==> src/rtl/fpu_result_collector.sv <==
// Result collector behind the FP32 FPU: FIFO buffer, sticky fflags, result counter and done flag.
// Optional COLLECTOR_NAN_CANON_EN: NaN results are stored as canonical qNaN 32'h7FC00000.
module fpu_result_collector #(
    parameter int WIDTH = 32,
    parameter int DEPTH = 4,
    parameter int CNT_W = 16
) (
    input  logic             clk_i,
    input  logic             rst_ni,
    input  logic             in_valid_i,
    output logic             in_ready_o,
    input  logic [WIDTH-1:0] result_i,
    input  logic [4:0]       status_i,
    output logic             out_valid_o,
    input  logic             out_ready_i,
    output logic [WIDTH-1:0] out_data_o,
    output logic [4:0]       out_status_o,
    output logic [4:0]       flags_o,
    input  logic             flags_clr_i,
    output logic [CNT_W-1:0] count_o,
    input  logic [CNT_W-1:0] expected_i,
    output logic             done_o
);

    localparam int AW = (DEPTH > 1) ? $clog2(DEPTH) : 1;
    localparam int OW = AW + 1;
    localparam logic [OW-1:0]    FULL_OCC = OW'(DEPTH);
    localparam logic [CNT_W-1:0] CNT_MAX  = {CNT_W{1'b1}};

    logic [WIDTH-1:0] mem_data_r   [DEPTH];
    logic [4:0]       mem_status_r [DEPTH];
    logic [AW-1:0]    wr_ptr_r;
    logic [AW-1:0]    rd_ptr_r;
    logic [OW-1:0]    occ_r;
    logic             in_ready_r;
    logic             out_valid_r;
    logic [WIDTH-1:0] out_data_r;
    logic [4:0]       out_status_r;
    logic [4:0]       flags_r;
    logic [CNT_W-1:0] count_r;
    logic             done_r;

    logic             push_s;
    logic             pop_s;
    logic [WIDTH-1:0] store_data_s;
    logic [OW-1:0]    occ_next_s;
    logic [OW-1:0]    occ_after_pop_s;
    logic [AW-1:0]    wr_ptr_next_s;
    logic [AW-1:0]    rd_ptr_next_s;
    logic [WIDTH-1:0] head_data_s;
    logic [4:0]       head_status_s;
    logic [4:0]       flags_next_s;
    logic [CNT_W-1:0] count_next_s;
    logic             done_next_s;

    function automatic logic [WIDTH-1:0] store_value(input logic [WIDTH-1:0] d);
`ifdef COLLECTOR_NAN_CANON_EN
        if ((d[30:23] == 8'hFF) && (d[22:0] != 23'd0)) begin
            return WIDTH'(32'h7FC0_0000);
        end else begin
            return d;
        end
`else
        return d;
`endif
    endfunction

    assign push_s       = in_valid_i && in_ready_r;
    assign pop_s        = out_valid_r && out_ready_i;
    assign store_data_s = store_value(result_i);

    // Next-state for pointers, occupancy and the registered head entry.
    always_comb begin
        occ_after_pop_s = occ_r;
        occ_next_s      = occ_r;
        wr_ptr_next_s   = wr_ptr_r;
        rd_ptr_next_s   = rd_ptr_r;
        head_data_s     = out_data_r;
        head_status_s   = out_status_r;

        if (pop_s) begin
            occ_after_pop_s = occ_r - OW'(1);
            rd_ptr_next_s   = rd_ptr_r + AW'(1);
        end else begin
            occ_after_pop_s = occ_r;
            rd_ptr_next_s   = rd_ptr_r;
        end

        if (push_s) begin
            occ_next_s    = occ_after_pop_s + OW'(1);
            wr_ptr_next_s = wr_ptr_r + AW'(1);
        end else begin
            occ_next_s    = occ_after_pop_s;
            wr_ptr_next_s = wr_ptr_r;
        end

        // Head comes from the incoming word only when it lands in an otherwise empty FIFO.
        if (occ_next_s == OW'(0)) begin
            head_data_s   = out_data_r;
            head_status_s = out_status_r;
        end else if (occ_after_pop_s == OW'(0)) begin
            head_data_s   = store_data_s;
            head_status_s = status_i;
        end else begin
            head_data_s   = mem_data_r[rd_ptr_next_s];
            head_status_s = mem_status_r[rd_ptr_next_s];
        end
    end

    // Next-state for sticky flags, saturating counter and done.
    always_comb begin
        flags_next_s = flags_r;
        count_next_s = count_r;
        done_next_s  = done_r;

        if (flags_clr_i) begin
            flags_next_s = push_s ? status_i : 5'b00000;
        end else if (push_s) begin
            flags_next_s = flags_r | status_i;
        end else begin
            flags_next_s = flags_r;
        end

        if (push_s && (count_r != CNT_MAX)) begin
            count_next_s = count_r + CNT_W'(1);
        end else begin
            count_next_s = count_r;
        end

        // No push implies the post-update count equals the current count.
        if ((expected_i != CNT_W'(0)) && (occ_r == OW'(0)) && !push_s && !pop_s &&
            (count_r == expected_i)) begin
            done_next_s = 1'b1;
        end else begin
            done_next_s = done_r;
        end
    end

    // Control, head and bookkeeping registers.
    always_ff @(posedge clk_i or negedge rst_ni) begin
        if (!rst_ni) begin
            wr_ptr_r     <= '0;
            rd_ptr_r     <= '0;
            occ_r        <= '0;
            in_ready_r   <= 1'b1;
            out_valid_r  <= 1'b0;
            out_data_r   <= '0;
            out_status_r <= 5'b00000;
            flags_r      <= 5'b00000;
            count_r      <= '0;
            done_r       <= 1'b0;
        end else begin
            wr_ptr_r     <= wr_ptr_next_s;
            rd_ptr_r     <= rd_ptr_next_s;
            occ_r        <= occ_next_s;
            in_ready_r   <= (occ_next_s != FULL_OCC);
            out_valid_r  <= (occ_next_s != OW'(0));
            out_data_r   <= head_data_s;
            out_status_r <= head_status_s;
            flags_r      <= flags_next_s;
            count_r      <= count_next_s;
            done_r       <= done_next_s;
        end
    end

    // Storage array; contents are don't-care until written, so it carries no reset.
    always_ff @(posedge clk_i) begin
        if (push_s) begin
            mem_data_r[wr_ptr_r]   <= store_data_s;
            mem_status_r[wr_ptr_r] <= status_i;
        end else begin
            mem_data_r[wr_ptr_r]   <= mem_data_r[wr_ptr_r];
            mem_status_r[wr_ptr_r] <= mem_status_r[wr_ptr_r];
        end
    end

    assign in_ready_o   = in_ready_r;
    assign out_valid_o  = out_valid_r;
    assign out_data_o   = out_data_r;
    assign out_status_o = out_status_r;
    assign flags_o      = flags_r;
    assign count_o      = count_r;
    assign done_o       = done_r;

endmodule
==> config.mk <==
export PLATFORM = sky130hd
export DESIGN_NAME = fpu_result_collector
export DESIGN_NICKNAME = d
export VERILOG_FILES = /design/src/rtl/fpu_result_collector.sv
export SDC_FILE = /design/constraint.sdc
export NUM_CORES = 1
export LEC_CHECK = 0
export ABC_AREA = 1
export BUFFER_PORTS_ARGS = -buffer_cell sky130_fd_sc_hd__buf_2
export CORE_MARGIN = 2
export CORE_UTILIZATION = 55
export CTS_CLUSTER_SIZE = 10
export DETAILED_ROUTE_END_ITERATION = 6
export PLACE_DENSITY = 0.76
export SLEW_MARGIN = 10
export SYNTH_ARGS = -nofsm -noshare
export SYNTH_HDL_FRONTEND = slang
export SYNTH_SLANG_ARGS = --single-unit
export TNS_END_PERCENT = 30
==> constraint.sdc <==
create_clock -name clk_i -period 4.9 [get_ports clk_i]
set_input_delay 0.49 -clock clk_i [delete_from_list [all_inputs] [get_ports clk_i]]
set_output_delay 0.49 -clock clk_i [all_outputs]
set_load 0.05 [all_outputs]
==> impl_metrics.yaml, run 1 <==
run_status:
  outcome: "finished, violations left"
  failed_checks: "DRC"
die:
  floorplan.rows: 49
  core_area_um2: 18100
  fp.dieArea_um2: 19600
  effective_utilization_at_floorplan_pct: 56.4
  boundaryPins: 119
  die_height_um: 140
  dieWidth_um: 140
power_and_ir_drop:
  leakage_nw: 5.36
  power-per-cell-area_nw_per_um2: 641
  max-vdd-ir-drop_mv: 0.343
grt:
  grt_pass1_wl_mm: 36.2
  grt_antenna_before_repair: 3
  track_usage_pct: 23.1
  grt_pass1_vias: 7230
  grt-ovfl-total: 0
  grt_start_max_net_pins: 77
setup_path:
  r2r_cells: 9
  cp_max_fo: 39
  critical_path.reg2reg.endpoint: "out_data_o[2]"
  arrival_ns: 3.34
  worstPathRequired_ns: 5.34
  critPathKind: "reg -> reg"
  critPathCaptureType: "flop"
  cp-start-kind: "flop"
  ff2ff_setup_slack_ns: 2.00
  critical_path.reg2reg.startpoint: "in_ready_o"
hold_path:
  hp-class: "in -> async"
detailed_routing:
  drt-pass1-iter-count: 7
  per_cell_routed_wire_length_um: 16.1
  drt-vias-per-instance: 5.29
  drtAntennaViolNets: 0
  drt_first_iter_violations: 523
  dr_vias: 7415
  drc: 10
  wirelength_mm: 22.6
logic_synthesis:
  syn-cell-area_um2: 10200
  synth_sequential_area_ratio_pct: 60.3
  synthesis.yosys.warnings: 0
  post_synth.cell_area_avg_um2: 9.73
  ys_types: 32
  synth.ff_latch_count: 216
  synthesis.instances: 1048
  synth_fp_nets: 1115
cells_and_area:
  nFillCells: 1431
  final_cells: 1402
  finalCoreUtilization_pct: 64.4
  drive_gt1_share_pct: 18.0
  number_of_nets_in_the_layout: 1219
  flow.area_growth_from_synthesis_pct: 14.2
sta:
  max_slew.worst_pin.slew_ns: 1.17
  final.setup_skew_ns: 0.0199
  fin_ws_ns: 2.00
  fmaxAchievable_mhz: 345
  final_cycle_share_pct: 59.1
  total_count_of_max_transition_violations_in_the_final_report: 0
  tns_ns: 0
  final_worst_path_period_need_ns: 2.90
  slew_headroom_pct: 22.0
  finalHoldViolCount: 0
  rsz0062_at_grt: "false"
  setup_viol_count_final: 0
cts:
  worst_setup_hold_path_clk_slew_ns: 0.06
  cts-root-to-sink-buffers: 3
  htree_levels: 1
  ctsHoldBuffers: 0
  tritoncts: "done"
  cts_root_buf: "sky130_fd_sc_hd__clkbuf_16"
  clkSinkCount: 216
  postCtsSetupBuffers: 0
  tritoncts.num_buffers: 25
  cts_resized: 0
  worst_skew_pair.late_latency_ns: 0.52
place:
  dp_slack_ns: 1.85
  dpl.cell_count: 1354
  globalplace.congestion: 0.846
  place.detailed.hpwl_mm: 12.9
  port_buffers: 118
job:
  maxCapViolations: 0
-- critical path, cell delays in order (launching register included) --
cell,delay (ns)
sky130_fd_sc_hd__dfstp_2,0.52
sky130_fd_sc_hd__nand2_1,0.43
sky130_fd_sc_hd__inv_1,0.36
sky130_fd_sc_hd__nand2_1,0.10
sky130_fd_sc_hd__nand3b_1,0.16
sky130_fd_sc_hd__nand2_1,0.12
sky130_fd_sc_hd__nand2_4,0.37
sky130_fd_sc_hd__inv_4,0.51
sky130_fd_sc_hd__nand2_1,0.12
sky130_fd_sc_hd__nand2_1,0.11
-- per-layer routing --
metal	track usage (%)	up-vias	share of wire, %
met5	0	-	0
met1	30.8	3527	43
met3	3.79	24	6.6
li1	-	3625	-
met4	7.18	0	1.4
met2	39.3	239	49
-- logic make-up (layout without fill, tap and decap cells) --
kind of cell,after synthesis,in the layout,synth area share (%)
AND/OR/NAND/NOR,573,573,27.5
flip-flops,216,216,60.3
buffers and inverters,215,338,8.76
AO/OA/AOI/OAI,20,20,1.04
XOR/XNOR,15,15,1.29
adder cells (fa/ha/maj),9,9,1.10
other,0,2,0
-- power breakdown --
group	internal, W	switching [W]	leakage, nW	total, W
sequential	0.00246	0.000239	2.18	0.00270
clock	0.000971	0.000688	0.342	0.00166
combinational	0.000818	0.00229	2.84	0.00311
total	0.00425	0.00322	5.36	0.00747
-- metrics by stage --
| step | hold slack (ns) | total power (W) | cell area (um^2) |
|---|---|---|---|
| 3_5_place_dp | 0.451 | 0.00584 | 10900 |
| 5_1_grt | 0.175 | 0.00793 | 11600 |
| 3_3_place_gp | 0.442 | 0.00576 | 10900 |
| 4_1_cts | 0.142 | 0.00751 | 11600 |
| 6_report | 0.106 | 0.00747 | 11600 |
| 2_1_floorplan | 0.194 | 0.00508 | 10200 |
-- synthesized netlist by cell type (all sizes together) --
| cell type | n | share of area (%) |
|---|---|---|
| nand2 | 247 | 9.3 |
| nand3 | 209 | 11 |
| inv | 166 | 6.1 |
| edfxtp | 148 | 44 |
| dfrtp | 67 | 16 |
| nand3b | 40 | 2.9 |
| buf | 36 | 2.1 |
| nor2 | 33 | 1.3 |
| or2 | 32 | 2.0 |
| o21ai | 14 | 0.69 |
| clkbuf | 13 | 0.50 |
| ha | 9 | 1.1 |
| xor2 | 9 | 0.77 |
| nor3 | 7 | 0.39 |
| xnor2 | 6 | 0.52 |
| nand4 | 5 | 0.31 |
| o22ai | 5 | 0.31 |
| a21oi | 1 | 0.049 |
| dfstp | 1 | 0.26 |
-- worst max path at each step --
stage	start	end	slack [ns]	cells after the start
global route	in_ready_o	out_data_o[2]	1.67	9
finish	in_ready_o	out_data_o[2]	2.00	9
global placement	in_valid_i	out_data_o[15]	1.94	10
CTS	in_ready_o	out_data_o[2]	1.95	9
detailed placement	in_valid_i	out_data_o[2]	1.85	10
floorplan	in_ready_o	mem_data_r[0][0]	1.82	3
-- state kept, by name (all words and copies together) (netlist names) --
signal and flops:
wr_ptr_r 2, out_status_o 5, occ_r 3, rd_ptr_r 2
out_valid_o 1, out_data_o 32, done_o 1, in_ready_o 1
mem_status_r 20, flags_o 5, mem_data_r 128, count_o 16
-- cells in the final DEF (no fill, tap or decap), types with 12 or more instances in the layout --
| master | n |
|---|---|
| sky130_fd_sc_hd__buf_2 | 117 |
| sky130_fd_sc_hd__inv_1 | 163 |
| sky130_fd_sc_hd__nand2_1 | 235 |
| sky130_fd_sc_hd__o21ai_0 | 12 |
| sky130_fd_sc_hd__or2_2 | 14 |
| sky130_fd_sc_hd__nor2_1 | 28 |
| sky130_fd_sc_hd__nand3_1 | 187 |
| sky130_fd_sc_hd__clkbuf_16 | 25 |
| sky130_fd_sc_hd__dfrtp_1 | 67 |
| sky130_fd_sc_hd__nand3b_1 | 40 |
| sky130_fd_sc_hd__clkbuf_1 | 19 |
| sky130_fd_sc_hd__edfxtp_1 | 148 |
| sky130_fd_sc_hd__or2_1 | 18 |
| sky130_fd_sc_hd__nand3_2 | 21 |
-- area by class of cell --
| class | count | area, um^2 | area share [%] |
|---|---|---|---|
| Timing Repair Buffer | 126 | 653 | 5.61 |
| Inverter | 166 | 626 | 5.37 |
| Tap cell | 229 | 287 | 2.46 |
| Multi-Input combinational cell | 617 | 3210 | 27.6 |
| Sequential cell | 216 | 6150 | 52.8 |
| Clock buffer | 45 | 711 | 6.10 |
| Clock inverter | 1 | 8.76 | 0.0752 |
| Antenna cell | 2 | 5.00 | 0.0430 |
No activity file was read; power rests on OpenSTA's default activity.
==> run 2, diff against run 1 <==
--- a/config.mk
+++ b/config.mk
@@ -5,10 +5,10 @@
 export SDC_FILE = /design/constraint.sdc
 export NUM_CORES = 1
 export LEC_CHECK = 0
-export ABC_AREA = 1
+export ABC_AREA = 0
 export BUFFER_PORTS_ARGS = -buffer_cell sky130_fd_sc_hd__buf_2
 export CORE_MARGIN = 2
-export CORE_UTILIZATION = 55
+export CORE_UTILIZATION = 53
 export CTS_CLUSTER_SIZE = 10
 export DETAILED_ROUTE_END_ITERATION = 6
 export PLACE_DENSITY = 0.76
==> constraint.sdc (replaced) <==
create_clock -name clk_i -period 2.44 [get_ports clk_i]
set_input_delay 0.244 -clock clk_i [delete_from_list [all_inputs] [get_ports clk_i]]
set_output_delay 0.244 -clock clk_i [all_outputs]
set_load 0.05 [all_outputs]
==> impl_metrics.yaml, run 2 <==
run_status:
  outcome: "finished, final reports clean"
logic_synthesis:
  post_synth.cell_area_avg_um2: 10.7
  synthesis.instances: 949
  syn-cell-area_um2: 10200
  synthesis.yosys.warnings: 0
  synth.top_cell.area_share_pct: 43.6
  post-synth-top-count-cell: "sky130_fd_sc_hd__nand2_1"
  number_of_enable_flip_flop_cells_after_synthesis: 148
  synth.ff_latch_count: 216
  synth_fp_nets: 1016
  top_cells_by_area_synth: "sky130_fd_sc_hd__edfxtp_1 44%, sky130_fd_sc_hd__dfrtp_1 16%, sky130_fd_sc_hd__nand2_1 10%, sky130_fd_sc_hd__nand3_1 4.0%, sky130_fd_sc_hd__mux2i_1 3.6%"
  post_synth_top_cells: "278 x sky130_fd_sc_hd__nand2_1, 148 x sky130_fd_sc_hd__edfxtp_1, 82 x sky130_fd_sc_hd__nand3_1, 67 x sky130_fd_sc_hd__dfrtp_1, 43 x sky130_fd_sc_hd__nor2_1"
  synth_top_area_cell: "sky130_fd_sc_hd__edfxtp_1"
  synth-async-reset-ratio_pct: 31.5
  synth_sequential_area_ratio_pct: 60.3
  ys_dominant_reg_cell: "sky130_fd_sc_hd__edfxtp_1"
  ys_types: 45
detailed_routing:
  drtAntennaViolNets: 0
  per_cell_routed_wire_length_um: 18.8
  drc: 0
  drt-vias-per-instance: 5.98
  dr_vias: 8055
  wirelength_mm: 25.3
  drt_first_iter_violations: 639
  drt-pass1-iter-count: 5
cells_and_area:
  n_antenna_cell: 0
  layout.cells.most_common_list: "278 x sky130_fd_sc_hd__nand2_1, 148 x sky130_fd_sc_hd__edfxtp_1, 117 x sky130_fd_sc_hd__buf_2"
  flow.area_growth_from_synthesis_pct: 21.0
  drive_gt1_share_pct: 17.4
  nFillCells: 1436
  number_of_nets_in_the_layout: 1161
  largest_register_ffs: 128
  regMostFlops: "mem_data_r"
  layout_commonest_cell: "sky130_fd_sc_hd__nand2_1"
  postLayoutCellArea_um2: 12300
  final_cells: 1346
cts:
  htree_levels: 1
  worst_setup_hold_path_clk_slew_ns: 0.06
  worst_skew_pair.late_latency_ns: 0.51
  clkSinkCount: 216
  cts_root_buf: "sky130_fd_sc_hd__clkbuf_16"
  tritoncts: "done"
  cts-root-to-sink-buffers: 3
  tritoncts.num_buffers: 25
die:
  effective_utilization_at_floorplan_pct: 54.3
  boundaryPins: 119
  floorplan.rows: 50
  dieWidth_um: 143
  fp.dieArea_um2: 20400
  die_height_um: 143
  core_area_um2: 18800
grt:
  grt_use_met3_pct: 3.32
  grt_pass1_wl_mm: 38.3
  grt_start_max_net_pins: 90
  grt_antenna_before_repair: 0
  grt-ovfl-total: 0
  busiest_layer: "met2"
  track_usage_pct: 23.9
  grt.met2_usage_pct: 41.4
  grt_util_met1_pct: 31.2
  grt_pass1_vias: 7598
power_and_ir_drop:
  power-per-cell-area_nw_per_um2: 1290
  design_power_total_w: 0.0159
  leakage_nw: 4.88
  max-vdd-ir-drop_mv: 0.749
place:
  globalplace.congestion: 0.882
  place.detailed.hpwl_mm: 14.6
  dp_slack_ns: 0.0222
  dpl-instance-area_um2: 11100
  dpl.cell_count: 1259
  port_buffers: 118
setup_path:
  cp-start-kind: "flop"
  critPathKind: "reg -> reg"
  cp_max_fo: 14
  slowest_delay_ns: 0.37
  critical_path.reg2reg.endpoint: "out_data_o[9]"
  cp_top_delay_family: "compound AO/OA/AOI/OAI gates"
  critPathSlowestCell: "sky130_fd_sc_hd__dfrtp_1"
  critPathMostFrequentCell: "sky130_fd_sc_hd__inv_1"
  worstPathRequired_ns: 2.82
  cp_cell_sequence: "inv_1 -> ha_4 -> nor2_1 -> a21oi_2 -> inv_1 -> ha_1 -> a211o_1 -> o22ai_4 -> buf_12 -> buf_6 -> o31ai_1"
  r2r_cells: 11
  arrival_ns: 2.70
  critical_path.n_buffers_inverters: 4
  critical_path.reg2reg.startpoint: "occ_r[1]"
  ff2ff_setup_slack_ns: 0.12
  critPathCaptureType: "flop"
sta:
  max_slew.worst_pin.slew_ns: 0.688
  fmaxAchievable_mhz: 431
  final_worst_path_period_need_ns: 2.32
  final.setup_skew_ns: 0.0145
  setup_viol_count_final: 0
  slew_headroom_pct: 54.1
  finalHoldViolCount: 0
  final_cycle_share_pct: 95.0
  total_count_of_max_transition_violations_in_the_final_report: 0
  rsz0062_at_grt: "false"
  fin_ws_ns: 0.121
hold_path:
  hold_depth: 1
  holdCritStartpoint: "status_i[4]"
  timing.hold.worst_endpoint: "mem_status_r[2][4]"
  hp-class: "in -> reg"
job:
  maxCapViolations: 0
[run 2: changes by cell type after synthesis, sizes merged, moves of 8 or more]
cell | previous run | this run
nand2 | 247 | 279
mux2i | 0 | 37
o31ai | 0 | 37
a32oi | 0 | 37
inv | 166 | 16
clkbuf | 13 | 27
a31oi | 0 | 37
xnor2 | 6 | 25
nand3 | 209 | 83
or2 | 32 | 0
nand3b | 40 | 1
nor4 | 0 | 8
nor2 | 33 | 43
[run 2: worst register-to-register path: cells and delay by family (launching register included)]
| family | cells | cell delay, ns |
|---|---|---|
| flops | 1 | 0.37 |
| simple gates | 1 | 0.05 |
| compound gates | 4 | 0.69 |
| fa+ha+maj | 2 | 0.57 |
| buf+inv | 4 | 0.52 |
[run 2: kinds of logic after synthesis]
| family | share of synthesized area, % |
|---|---|
| mux | 3.74 |
| simple gates | 18.3 |
| buf+inv | 3.74 |
| fa+ha+maj | 1.10 |
| compound gates | 9.52 |
| flops | 60.3 |
| xor+xnor | 3.31 |
[run 2: area by class of cell]
cell class	instances	area [um^2]	share of cell area (%)
Sequential cell	216	6150	49.8
Multi-Input combinational cell	654	3760	30.5
Timing Repair Buffer	181	1370	11.1
Clock buffer	45	701	5.68
Tap cell	234	293	2.37
Inverter	16	60.1	0.487
[run 2: per-layer routing]
metal	wire length [um]	part of all wire, %
met2	12600	50
met3	1880	7.4
met1	10200	40
met5	0	0
met4	553	2.2
[run 2: how the worst max path moves through the flow]
| stage | slack [ns] | end | cells after the start | startpoint |
|---|---|---|---|---|
| 5_1_grt | 0.01 | out_data_o[4] | 12 | occ_r[1] |
| 2_1_floorplan | -0.02 | out_data_o[0] | 14 | out_valid_o |
| 3_5_place_dp | 0.02 | out_data_o[14] | 8 | occ_r[0] |
| 6_report | 0.12 | out_data_o[9] | 11 | occ_r[1] |
| 3_3_place_gp | 0.15 | out_data_o[0] | 10 | occ_r[0] |
| 4_1_cts | 0.006 | out_data_o[14] | 8 | occ_r[0] |
[run 2: stage by stage]
stage	hold WS, ns	utilization, %	TNS (ns)
final	0.0347	65.7	0
after global routing	0.0157	65.7	0
after CTS	0.0184	65.0	0
after detailed placement	0.296	59.3	0
after global placement	0.292	59.3	0
after floorplan	-0.0516	-	-0.542
[run 2: timing repair]
action | CTS | global route
hold buffers | 37 | 0
hold endpoints to repair | 177 | 0
setup endpoints to repair | 0 | 37
setup buffers | 0 | 2
gates resized for setup | 0 | 11
[run 2: power by group]
| part | switching [W] | total (W) | internal (W) |
|---|---|---|---|
| clock | 0.00137 | 0.00329 | 0.00191 |
| combinational | 0.00468 | 0.00709 | 0.00241 |
| sequential | 0.000589 | 0.00555 | 0.00496 |
==> run 3, diff against run 2 <==
==> constraint.sdc (replaced) <==
create_clock -name clk_i -period 2.44 [get_ports clk_i]
set_input_delay 0.244 -clock clk_i [delete_from_list [all_inputs] [get_ports clk_i]]
set_output_delay 0.244 -clock clk_i [all_outputs]
set_load 0.1 [all_outputs]
==> impl_metrics.yaml, run 3 (synthesis gave the netlist of run 2 again) <==
place:
  globalplace.congestion: 0.814
  place.detailed.hpwl_mm: 14.6
  port_buffers: 118
cells_and_area:
  drive_gt1_share_pct: 20.0
  regMostFlops: "mem_data_r"
  layout.cells.most_common_list: "274 x sky130_fd_sc_hd__nand2_1, 148 x sky130_fd_sc_hd__edfxtp_1, 117 x sky130_fd_sc_hd__buf_2"
  number_of_nets_in_the_layout: 1178
  largest_register_ffs: 128
  layout_commonest_cell: "sky130_fd_sc_hd__nand2_1"
  flow.area_growth_from_synthesis_pct: 23.9
cts:
  cts-root-to-sink-buffers: 3
  tritoncts: "done"
  worst_skew_pair.late_latency_ns: 0.52
  htree_levels: 1
  worst_setup_hold_path_clk_slew_ns: 0.06
  tritoncts.num_buffers: 25
  clkSinkCount: 216
  cts_root_buf: "sky130_fd_sc_hd__clkbuf_16"
sta:
  finalHoldViolCount: 0
  hold_ws_ns: 0.0223
  setup_viol_count_final: 1
  final.setup_skew_ns: 0.0129
  final_cycle_share_pct: 100
  total_count_of_max_transition_violations_in_the_final_report: 0
  rsz0062_at_grt: "true"
  fmaxAchievable_mhz: 409
  max_slew.worst_pin.slew_ns: 0.852
  final_worst_path_period_need_ns: 2.45
  slew_headroom_pct: 43.2
  fin_ws_ns: -0.00592
grt:
  track_usage_pct: 24.4
  grt-ovfl-total: 0
  grt_pass1_wl_mm: 39.3
  grt_start_max_net_pins: 122
  grt_pass1_vias: 7761
  grt_antenna_before_repair: 1
die:
  die_height_um: 143
  fp.dieArea_um2: 20400
  floorplan.rows: 50
  core_area_um2: 18800
  effective_utilization_at_floorplan_pct: 54.3
  boundaryPins: 119
  dieWidth_um: 143
run_status:
  failed_checks: "setup timing"
  outcome: "finished, violations left"
detailed_routing:
  drt-vias-per-instance: 5.93
  per_cell_routed_wire_length_um: 19.1
  drtAntennaViolNets: 0
  drt_first_iter_violations: 700
  drt-pass1-iter-count: 7
  wirelength_mm: 26.1
  drc: 0
  dr_vias: 8090
setup_path:
  cp_max_fo: 7
  worstPathRequired_ns: 2.86
  cp-start-kind: "flop"
  critPathKind: "reg -> reg"
  critPathCaptureType: "flop"
  arrival_ns: 2.87
job:
  maxCapViolations: 0
power_and_ir_drop:
  design_power_total_w: 0.0181
  leakage_nw: 5.00
  power-per-cell-area_nw_per_um2: 1440
  max-vdd-ir-drop_mv: 0.718
hold_path:
  hp-class: "in -> reg"
run 3: metal layers:
| metal | up-vias | GRT usage [%] | wire [um] |
|---|---|---|---|
| met2 | 354 | 41.3 | 12800 |
| met1 | 3918 | 32.0 | 10700 |
| met4 | 0 | 8.60 | 654 |
| li1 | 3761 | - | - |
| met3 | 57 | 4.06 | 1960 |
| met5 | - | 0 | 0 |
run 3: what timing repair did:
action                                 CTS  global route
gates resized for setup                  0            28
buffers inserted                         0             6
setup endpoints to repair                0            36
endpoints found under the hold margin  203             0
hold buffers                            38             0
run 3: cell type report:
class / count / area (um^2)
clock inverter: 1 / 8.76
fill: 1321 / 6140
multi-input combinational: 654 / 3820
antenna: 1 / 2.50
tap: 234 / 293
clock buffer: 44 / 697
timing repair buffer: 198 / 1590
sequential: 216 / 6150
inverter: 16 / 60.1
run 3: per-stage QoR:
stage / setup slack (ns) / setup TNS (ns) / cells / utilization, % / instance area, um^2
detailed placement: 0.102 / 0 / 1265 / 59.5 / 11200
global route: -0.0504 / -0.651 / 1364 / 67.3 / 12600
finish: -0.00592 / -0.00592 / 1364 / 67.3 / 12600
CTS: 0.0952 / 0 / 1348 / 65.3 / 12300
global placement: 0.236 / 0 / 1265 / 59.5 / 11200
floorplan: -0.0913 / -2.97 / 949 / - / 10200
run 3: power by group:
part	internal [W]	switching (W)
clock	0.00191	0.00138
sequential	0.00497	0.000588
combinational	0.00282	0.00646
total	0.00970	0.00843
run 3: critical path, cell delays in order (launching register included):
cell and delay (ns):
sky130_fd_sc_hd__dfrtp_1 0.39, sky130_fd_sc_hd__inv_1 0.11, sky130_fd_sc_hd__ha_4 0.28, sky130_fd_sc_hd__nor2_2 0.04, sky130_fd_sc_hd__a21oi_2 0.15, sky130_fd_sc_hd__inv_2 0.07, sky130_fd_sc_hd__ha_4 0.21, sky130_fd_sc_hd__a211o_1 0.33
sky130_fd_sc_hd__o22ai_4 0.25, sky130_fd_sc_hd__clkbuf_16 0.22, sky130_fd_sc_hd__clkbuf_16 0.17, sky130_fd_sc_hd__nand2_2 0.05, sky130_fd_sc_hd__o31ai_1 0.07
run 3: worst paths after layout:
check                                     end  slack, ns      startpoint  cells past startpoint
max                             out_data_o[4]     -0.006        occ_r[1]                     12
min                        mem_status_r[0][4]       0.02     status_i[4]                      1
max reg2reg                     out_data_o[4]     -0.006        occ_r[1]                     12
min reg2reg                    out_data_o[27]       0.47  out_data_o[27]                      2
max in group asynchronous          count_o[0]       1.36          rst_ni                      3
min in group asynchronous      out_data_o[17]       0.38          rst_ni                      2
